`src/rtl/tlc_pkg.sv`:
```
// Shared types and phase encoding for the traffic-light phase sequencer.
package tlc_pkg;

    localparam int NUM_APPROACH = 4;

    typedef logic [1:0] approach_t;

    typedef enum logic [1:0] {
        PH_GREEN  = 2'b00,
        PH_YELLOW = 2'b01,
        PH_ALLRED = 2'b10
    } phase_e;

endpackage

```
`src/rtl/tlc_rr_select.sv`:
```
// Round-robin next-approach picker: first requesting approach after the
// current one, wrapping to the current one last; plain rotation if nobody asks.
module tlc_rr_select
    import tlc_pkg::*;
(
    input  approach_t                i_state,
    input  logic [NUM_APPROACH-1:0]  i_demand,
    output approach_t                o_next
);

    always_comb begin
        // NOTE: o_next gets a default before the loop so no path leaves it unassigned (no latch).
        o_next = i_state + approach_t'(1);
        // Scan from lowest to highest priority so the nearest requester wins.
        for (int k = NUM_APPROACH; k >= 1; k--) begin
            if (i_demand[i_state + approach_t'(k)]) begin
                o_next = i_state + approach_t'(k);
            end
        end
    end

endmodule

```
`src/rtl/tlc_phase_sequencer.sv`:
```
// Tick-timed GREEN/YELLOW/ALL-RED sequencer driving the lamp decoder's approach index.
// Optional emergency preemption is compiled in with `define TLC_PREEMPT_EN.
module tlc_phase_sequencer
    import tlc_pkg::*;
#(
    parameter int T_GREEN  = 20,
    parameter int T_YELLOW = 4,
    parameter int T_ALLRED = 2,
    parameter int CNT_W    = 8
)(
    input  logic                     clk,
    input  logic                     reset,
    input  logic                     tick,
    input  logic [NUM_APPROACH-1:0]  demand,
    output logic [1:0]               state,
    output logic [1:0]               phase,
    output logic                     phase_start,
    output logic [CNT_W-1:0]         remaining
`ifdef TLC_PREEMPT_EN
    ,
    input  logic                     preempt,
    input  logic [1:0]               preempt_dir,
    output logic                     preempt_active
`endif
);

    localparam logic [CNT_W-1:0] L_GREEN  = CNT_W'(T_GREEN  - 1);
    localparam logic [CNT_W-1:0] L_YELLOW = CNT_W'(T_YELLOW - 1);
    localparam logic [CNT_W-1:0] L_ALLRED = CNT_W'(T_ALLRED - 1);

    approach_t         r_state;
    phase_e            r_phase;
    logic              r_phase_start;
    logic [CNT_W-1:0]  r_remaining;

    approach_t         w_next;
    approach_t         w_target;
    logic              w_other_req;

    tlc_rr_select u_rr_select (
        .i_state  (r_state),
        .i_demand (demand),
        .o_next   (w_next)
    );

    // The picker returns a requesting approach other than the current one
    // exactly when someone else is waiting.
    assign w_other_req = (w_next != r_state) && demand[w_next];

`ifdef TLC_PREEMPT_EN
    logic r_preempt_active;
    assign w_target       = preempt ? preempt_dir : w_next;
    assign preempt_active = r_preempt_active;
`else
    assign w_target = w_next;
`endif

    // NOTE: all state uses non-blocking assignments so every register samples pre-edge values.
    always_ff @(posedge clk or negedge reset) begin
        if (!reset) begin
            r_state       <= 2'b11;
            r_phase       <= PH_ALLRED;
            r_remaining   <= L_ALLRED;
            r_phase_start <= 1'b0;
`ifdef TLC_PREEMPT_EN
            r_preempt_active <= 1'b0;
`endif
        end else begin
            r_phase_start <= 1'b0;
`ifdef TLC_PREEMPT_EN
            r_preempt_active <= preempt;
            // Preemption acts every clock; yellow and all-red still run their full time.
            if (preempt && (r_phase == PH_GREEN)) begin
                if (r_state == preempt_dir) begin
                    r_remaining <= L_GREEN;
                end else begin
                    r_phase       <= PH_YELLOW;
                    r_remaining   <= L_YELLOW;
                    r_phase_start <= 1'b1;
                end
            end else if (tick) begin
`else
            if (tick) begin
`endif
                if (r_remaining != '0) begin
                    r_remaining <= r_remaining - CNT_W'(1);
                end else begin
                    case (r_phase)
                        PH_GREEN: begin
                            if (w_other_req) begin
                                r_phase       <= PH_YELLOW;
                                r_remaining   <= L_YELLOW;
                                r_phase_start <= 1'b1;
                            end else begin
                                r_remaining   <= L_GREEN;
                            end
                        end
                        PH_YELLOW: begin
                            r_phase       <= PH_ALLRED;
                            r_remaining   <= L_ALLRED;
                            r_phase_start <= 1'b1;
                        end
                        PH_ALLRED: begin
                            r_state       <= w_target;
                            r_phase       <= PH_GREEN;
                            r_remaining   <= L_GREEN;
                            r_phase_start <= 1'b1;
                        end
                        default: begin
                            r_phase       <= PH_ALLRED;
                            r_remaining   <= L_ALLRED;
                            r_phase_start <= 1'b1;
                        end
                    endcase
                end
            end
        end
    end

    assign state       = r_state;
    assign phase       = r_phase;
    assign phase_start = r_phase_start;
    assign remaining   = r_remaining;

endmodule
```
`config.mk`:
```
export PLATFORM = sky130hd
export DESIGN_NAME = tlc_phase_sequencer
export DESIGN_NICKNAME = d
export VERILOG_FILES = /design/src/rtl/tlc_pkg.sv /design/src/rtl/tlc_rr_select.sv /design/src/rtl/tlc_phase_sequencer.sv
export SDC_FILE = /design/constraint.sdc
export NUM_CORES = 1
export LEC_CHECK = 0
export CORE_AREA = 2 2 43 45
export DETAILED_ROUTE_END_ITERATION = 8
export DIE_AREA = 0 0 45 47
export PLACE_DENSITY = 0.86
export SLEW_MARGIN = 10
export SYNTH_ARGS = -nofsm -noshare
export SYNTH_HDL_FRONTEND = slang
export SYNTH_SLANG_ARGS = --single-unit
```
`constraint.sdc`:
```
create_clock -name clk -period 5.4 [get_ports clk]
set_clock_uncertainty 0.15 [all_clocks]
set_input_delay 0.54 -clock clk [delete_from_list [all_inputs] [get_ports clk]]
set_output_delay 0.54 -clock clk [all_outputs]
set_load 0.03 [all_outputs]
```
# After elaboration in Yosys (flattened, before gate mapping)
# Cells that the tools add are included.
totals:
  reg_bits: 13
  output_inout_bits: 13
op_classes:
  bitwise: 1
  n_eq_ne: 3
  order_cmp: 5
  addsub: 4
  mux: 23
  n_reduce_logical: 5
ops:
  columns: ["cell", "count"]
  rows:
  - ["8-bit case mux with 2 select lines", 1]
  - ["2-bit by 3-bit less-than comparator with 1-bit output, second input constant", 5]
  - ["1-bit binary-select mux with 2-bit select", 5]
  - ["2-bit two-way mux", 5]
  - ["1-bit two-way mux", 9]
  - ["8-bit two-way mux", 1]
  - ["8-bit nonzero test", 1]
  - ["8-bit by 1-bit subtractor with 8-bit output, second input constant", 1]
  - ["3-bit AND reduction", 2]
  - ["5-bit two-way mux", 1]
  - ["2-bit adder, second input constant", 2]
  - ["2-bit case mux with 2 select lines", 1]
  - ["2-bit by 1-bit adder with 2-bit output, second input constant", 1]
  - ["2-bit == test, second input constant", 1]
  - ["2-bit zero test", 1]
  - ["2-bit != test", 1]
  - ["2-bit != test, second input constant", 1]
  - ["1-bit logical AND", 1]
  - ["1-bit NOT", 1]

# Depth between registers and ports, before layout
# Gate-level depths: netlist of the first run.
logic_depth:
  word_depth: 13
  depth_mapped: 7
  ltp_nobuf: 6

# Cells and area by module
# Synthesis of the first run repeated with hierarchy kept, for this count alone.
hier_totals:
  hier_cells: 81
  area_unflattened_um2: 808.3
modules_own_cells:
  columns: ["mod", "n_inst", "cells_per_inst", "area_per_inst_um2", "seq_area_each_um2"]
  rows:
  - ["tlc_phase_sequencer", 1, 64, 701.9, 330.3]
  - ["tlc_rr_select", 1, 17, 106.4, 0.0]

# Worst setup path after synthesis of the first run
# Ideal clock, no wire load.
synth_timing:
  path_type: "reg-to-reg"
  from: "register r_remaining[0], in the netlist remaining[0]"
  to: "register r_state[0], in the netlist state[0]"
  t_required_ns: 5.168
  n_path_buf: 1
  arrival_time_ns: 1.752
  setup_slack_ns: 3.416
  synth_period_minus_slack_ns: 1.984
  path_stages_with_launch: 8
  setup_ns: 0.082
  path_cell_list: "dfstp_2 inv_1 ha_1 nor3b_2 and3_1 buf_6 nand3b_4 mux2_4"
synth_between:
  elab_chain_len: 3
synth_rtl:
  columns: ["item", "line", "text"]
  rows:
  - ["from (decl)", "tlc_phase_sequencer.sv:34", "logic [CNT_W-1:0] r_remaining;"]
  - ["from (signal assigned)", "tlc_phase_sequencer.sv:86", "r_remaining <= r_remaining - CNT_W'(1);"]
  - ["8-bit nonzero test", "tlc_phase_sequencer.sv:85", "if (r_remaining != '0) begin"]
  - ["1-bit NOT (no line)", null, null]
  - ["3-bit AND reduction (no line)", null, null]
  - ["to (signal assigned)", "tlc_phase_sequencer.sv:104", "r_state <= w_target;"]
  - ["to (decl)", "tlc_phase_sequencer.sv:31", "approach_t r_state;"]
# No other way between the ends.
# A chain may end at the register's enable or synchronous reset.

# Final worst setup path of the first run
layout_timing:
  from: "register r_state[0], in the netlist state[0]"
  to: "output port state[0]"
layout_rtl:
  columns: ["item", "line", "text"]
  rows:
  - ["to (decl)", "tlc_phase_sequencer.sv:15", "output logic [1:0] state,"]
# No word-level cell between the ends.

==> results of run 1 <==
## registers in the layout, indices dropped and copies added (netlist names)
signal	flops
state	2
phase	2
phase_start	1
remaining	8
## routing by layer
layer	share of wire, %	GRT usage [%]	routed length (um)	vias to the layer above
met4	1.2	10.59	18	0
li1	-	-	-	339
met3	4.1	2.308	63	2
met2	46	26.57	710	19
met1	49	21.10	755	320
met5	0	0	0	-
## cell type report
type	instances	area (sq um)
Tap cell	17	21.27
Timing Repair Buffer	19	190.2
Fill cell	142	618.1
Clock buffer	4	26.28
Sequential cell	13	330.3
Multi-Input combinational cell	63	450.4
Inverter	4	15.01
## cell usage in the layout, fill, tap and decap left out, types with 2 or more instances in the layout
cell type         n
a211oi_1          3
a221o_1           2
clkbuf_4          3
clkdlybuf4s50_1  19
dfrtp_1           9
dfstp_2           4
ha_1              2
inv_1             4
mux2_2            2
mux2i_1           3
nand2_1           9
nand2b_1          2
nand3_1           2
nor2_1           10
nor2b_1           3
o21ai_0           4
xnor2_1           2
xor2_1            2
## path summary, 6_finish.rpt
| path | depth (start not counted) | slack, ns | to |
|---|---|---|---|
| worst max-delay path | 1 | 3.12 | state[0] |
| worst min-delay path | 2 | 0.36 | phase[1] |
| worst max register to register | 6 | 3.44 | state[0] |
| worst min register to register | 2 | 0.36 | phase[1] |
| max in group asynchronous | 1 | 4.24 | phase[1] |
| min in group asynchronous | 1 | 0.47 | remaining[7] |
## cells by family (layout without fill, tap and decap cells)
family	after synthesis	count (layout)
mux	6	6
fa+ha+maj	2	2
simple gates	35	35
compound gates	16	16
flops	13	13
buf+inv	5	27
xor+xnor	4	4
## through the flow
step,utilization [%],total power (uW),setup WS (ns),cells,cell area [sq um]
floorplan,-,339.9,3.416,81,807.0
global placement,60.98,433.7,3.149,116,1007
detailed placement,60.98,437.0,3.050,116,1007
CTS,62.58,499.5,3.108,120,1033
global route,62.58,527.3,3.064,120,1033
finish,62.58,492.9,3.120,120,1033
## where the power goes
part	switching [uW]	internal [uW]	total [uW]
logic	127	116	243
clock network	30.4	28.6	59.0
registers	55.5	135	191
## worst register-to-register path, stage by stage, from the launching register on
cell      delay, ns
dfrtp_1        0.40
inv_1          0.10
ha_1           0.14
nor3b_2        0.27
and3_1         0.40
nand3b_4       0.13
mux2_4         0.30
==> results.sh, run 1 <==
export IMPL_dieWidth_um=45
export IMPL_root_buffer="clkbuf_4"
export IMPL_synth_nets=90
export IMPL_setup_worst_path_end_class="output port"
export IMPL_netlist_top_cells_area="dfrtp_1 (28%), dfstp_2 (13%), nor2_1 (4.7%)"
export IMPL_cp_arrival_ns=1.59
export IMPL_overflow=0
export IMPL_yosys_cell_count_top_type="nor2_1"
export IMPL_required_ns=4.71
export IMPL_grt_pass1_wl_um=2490
export IMPL_cts_buffer_depth=2
export IMPL_antenna_found_initial=0
export IMPL_ctsResizeCount=0
export IMPL_synth_mux_area_share_pct=8.372
export IMPL_finalCriticalPeriod_ns=2.280
export IMPL_core_area_sq_um=1652
export IMPL_whs_ns=0.3588
export IMPL_grt_max_degree=14
export IMPL_first_pass_iters=4
export IMPL_synth_top_cell_area_share_pct=27.91
export IMPL_holdCritStartpoint="phase[1]"
export IMPL_synth_simple_area_share_pct=25.74
export IMPL_ir_drop_mv=0.1914
export IMPL_cts_tree="done"
export IMPL_area_delta_synth_final_pct=28.06
export IMPL_yosys_cell_types_count=34
export IMPL_path_class="flop to output port"
export IMPL_crit_family="buffers and inverters"
export IMPL_tns_ns=0
export IMPL_cts_num_sinks=13
export IMPL_viasPerCell=5.667
export IMPL_yosys_area_top_type="dfrtp_1"
export IMPL_gr_usage_all_layers_pct=16.57
export IMPL_async_flop_share_pct=100.0
export IMPL_crit_fanout=8
export IMPL_synth_xor_area_share_pct=4.341
export IMPL_drv_cap=0
export IMPL_post_route_period_util_pct=42.23
export IMPL_cpPeakStageDelay_ns=0.70
export IMPL_ant_nets=0
export IMPL_vias=680
export IMPL_slew_headroom_pct=57.45
export IMPL_portBuffers=19
export IMPL_dp_hpwl_um=1151
export IMPL_rsz0062_at_grt="false"
export IMPL_ys_seq_elements=13
export IMPL_synthCells=81
export IMPL_h_tree_depth=1
export IMPL_synth_avg_cell_area_sq_um=9.963
export IMPL_synth_warnings=0
export IMPL_timing_critical_path_buf_inv=1
export IMPL_die_h_um=47
export IMPL_r2r_start="remaining[1]"
export IMPL_max_freq_mhz=438.5
export IMPL_drive_gt1_share_pct=12.62
export IMPL_insertion_delay_ns=0.27
export IMPL_startpoint_type="flop"
export IMPL_cts_buffers_inserted=3
export IMPL_critPathLaunch="state[0]"
export IMPL_ys_seq_area_share_pct=40.93
export IMPL_synth_compound_area_share_pct=14.26
export IMPL_synthAdderAreaFrac_pct=3.101
export IMPL_grt_pass1_vias=624
export IMPL_cp_cell_sequence="clkdlybuf4s50_1"
export IMPL_final_max_slew_violation_count=0
export IMPL_outcome="completed"
export IMPL_tightest_slew_ns=0.6294
export IMPL_fin_nets=113
export IMPL_leakage_uw=0.0004762
export IMPL_cts_hold_buffers=0
export IMPL_start_util_pct=48.86
export IMPL_syn_cell_area_sq_um=807.0
export IMPL_place_congestion=0.7957
export IMPL_cellPowerDensity_nw_per_um2=476.9
export IMPL_finalSetupViolCount=0
export IMPL_synth_edf_count=0
export IMPL_top_level_ports=20
export IMPL_path_clk_slew_ns=0.08
export IMPL_dieArea_sq_um=2115
export IMPL_drt_wl_total_um=1547
export IMPL_synth_top_family_by_area="simple AND/OR/NAND/NOR gates"
export IMPL_slowest_stage="clkdlybuf4s50_1"
export IMPL_wl_per_cell_um=12.89
export IMPL_drt_iter0_drc=8
export IMPL_postCtsSetupBuffers=0
export IMPL_synth_main_ff_cell="dfrtp_1"
export IMPL_drcViolationCount=0
export IMPL_antenna_cells=0
export IMPL_rows=15
export IMPL_hp_class="flop to flop"
export IMPL_hold_viol=0
export IMPL_synth_cells_most_frequent="nor2_1 (10), dfrtp_1 (9), nand2_1 (9)"
No activity file was read; power rests on OpenSTA's default activity.
==> run 2: changes to the inputs <==
CORE_AREA = 2 2 45 47   (was 2 2 43 45)
DIE_AREA = 0 0 47 49   (was 0 0 45 47)
PLACE_DENSITY = 0.8   (was 0.86)
clock period = 2.3 ns   (was 5.4 ns; I/O delays follow)
==> results.sh, run 2 (synthesis gave the netlist of run 1 again) <==
export IMPL_outcome="completed"
export IMPL_final_common_cell="clkdlybuf4s50_1"
export IMPL_gr_usage_all_layers_pct=17.68
export IMPL_post_route_period_util_pct=86.90
export IMPL_reg2reg_slack_ns=0.45
export IMPL_cts_num_sinks=13
export IMPL_ant_nets=0
export IMPL_path_depth=1
export IMPL_viasPerCell=5.183
export IMPL_ir_drop_mv=0.4531
export IMPL_cts_buffer_depth=2
export IMPL_path_class="flop to output port"
export IMPL_cpPeakStageDelay_ns=0.70
export IMPL_r2r_end="state[0]"
export IMPL_drcViolationCount=0
export IMPL_drv_cap=0
export IMPL_tightest_slew_ns=0.6289
export IMPL_dp_hpwl_um=1259
export IMPL_cellPowerDensity_nw_per_um2=1117
export IMPL_start_util_pct=43.82
export IMPL_reg2reg_depth=6
export IMPL_drt_wl_total_um=1731
export IMPL_startpoint_type="flop"
export IMPL_cts_tree="done"
export IMPL_antenna_found_initial=0
export IMPL_insertion_delay_ns=0.29
export IMPL_tns_ns=0
export IMPL_required_ns=1.92
export IMPL_crit_fanout=8
export IMPL_dp_worst_setup_slack_ns=0.2810
export IMPL_area_delta_synth_final_pct=30.54
export IMPL_cp_arrival_ns=1.62
export IMPL_slowest_stage="clkdlybuf4s50_1"
export IMPL_finalSetupViolCount=0
export IMPL_timing_critical_path_buf_inv=1
export IMPL_layout_common_cells="clkdlybuf4s50_1 (19), nor2_1 (10), nand2_1 (9), dfrtp_1 (9)"
export IMPL_placed_cell_area_sq_um=1027
export IMPL_dieArea_sq_um=2303
export IMPL_hp_class="input pin to async pin"
export IMPL_drt_iter0_drc=15
export IMPL_hold_viol=0
export IMPL_grt_pass1_wl_um=2939
export IMPL_cts_buffers_inserted=3
export IMPL_fin_nets=114
export IMPL_ctsResizeCount=0
export IMPL_antenna_cells=0
export IMPL_die_h_um=49
export IMPL_place_congestion=0.8202
export IMPL_grt_max_degree=14
export IMPL_setup_worst_path_end_class="output port"
export IMPL_final_max_slew_violation_count=0
export IMPL_top_level_ports=20
export IMPL_dieWidth_um=47
export IMPL_rsz0062_at_grt="false"
export IMPL_stdcell_area_sq_um=1054
export IMPL_r2r_start="remaining[0]"
export IMPL_leakage_uw=0.0004816
export IMPL_finalCriticalPeriod_ns=1.999
export IMPL_path_clk_slew_ns=0.08
export IMPL_cts_hold_buffers=0
export IMPL_slew_headroom_pct=57.48
export IMPL_h_tree_depth=1
export IMPL_overflow=0
export IMPL_rows=16
export IMPL_worst_slack_ns=0.3012
export IMPL_root_buffer="clkbuf_4"
export IMPL_postCtsSetupBuffers=0
export IMPL_drive_gt1_share_pct=13.46
export IMPL_core_area_sq_um=1842
export IMPL_grt_pass1_vias=669
export IMPL_portBuffers=19
export IMPL_max_freq_mhz=500.3
export IMPL_wl_per_cell_um=13.21
export IMPL_first_pass_iters=4
export IMPL_crit_family="buffers and inverters"
export IMPL_largest_reg_flops=8
export IMPL_vias=679
export IMPL_cp_cell_sequence="clkdlybuf4s50_1"
run 2: changes by cell type in the layout (fill, tap and decap cells not counted), sizes merged:
cell  delta
buf      +1
run 2: layer usage:
metal,global-route usage (%),vias to the layer above,share of wire (%)
met5,0,-,0
li1,-,340,-
met2,27.63,23,50
met3,2.593,2,6.0
met1,22.48,314,43
met4,9.722,0,0.75
run 2: power breakdown:
part | switching (uW) | internal [uW] | leakage [uW] | total (uW)
combinational | 309 | 274 | 0.000313 | 583
sequential | 132 | 317 | 0.000154 | 449
clock | 77.3 | 67.6 | 0.0000150 | 145
run 2: area by class of cell:
cell class | count | area (sq um)
multi-input cells | 63 | 450.4
repair buffers | 20 | 197.7
fillers | 170 | 788.3
clock buffers | 4 | 26.28
inverters | 4 | 15.01
flip-flops and latches | 13 | 330.3
well taps | 27 | 33.78
run 2: worst max path at each step:
stage                  from      endpoint  slack [ns]
5_1_grt            state[0]      state[0]        0.27
2_1_floorplan  remaining[0]      state[0]        0.32
6_report           state[0]      state[0]        0.30
3_5_place_dp           tick  remaining[5]        0.28
4_1_cts            state[0]      state[0]        0.30
3_3_place_gp           tick  remaining[5]        0.36
run 2: per-stage QoR:
step	cells	util [%]	hold WS, ns	total power [uW]
6_report	131	57.20	0.1503	1177
5_1_grt	131	57.20	0.2096	1263
4_1_cts	131	57.20	0.1729	1183
3_5_place_dp	127	55.77	0.3514	1036
3_3_place_gp	127	55.77	0.3482	1019
2_1_floorplan	81	-	-0.2156	798.1
==> run 3: changes to the inputs <==
CAP_MARGIN = 0   (was default)
==> results of run 3 <==
No change in the layout: final DEF, timing and power equal those of run 2.
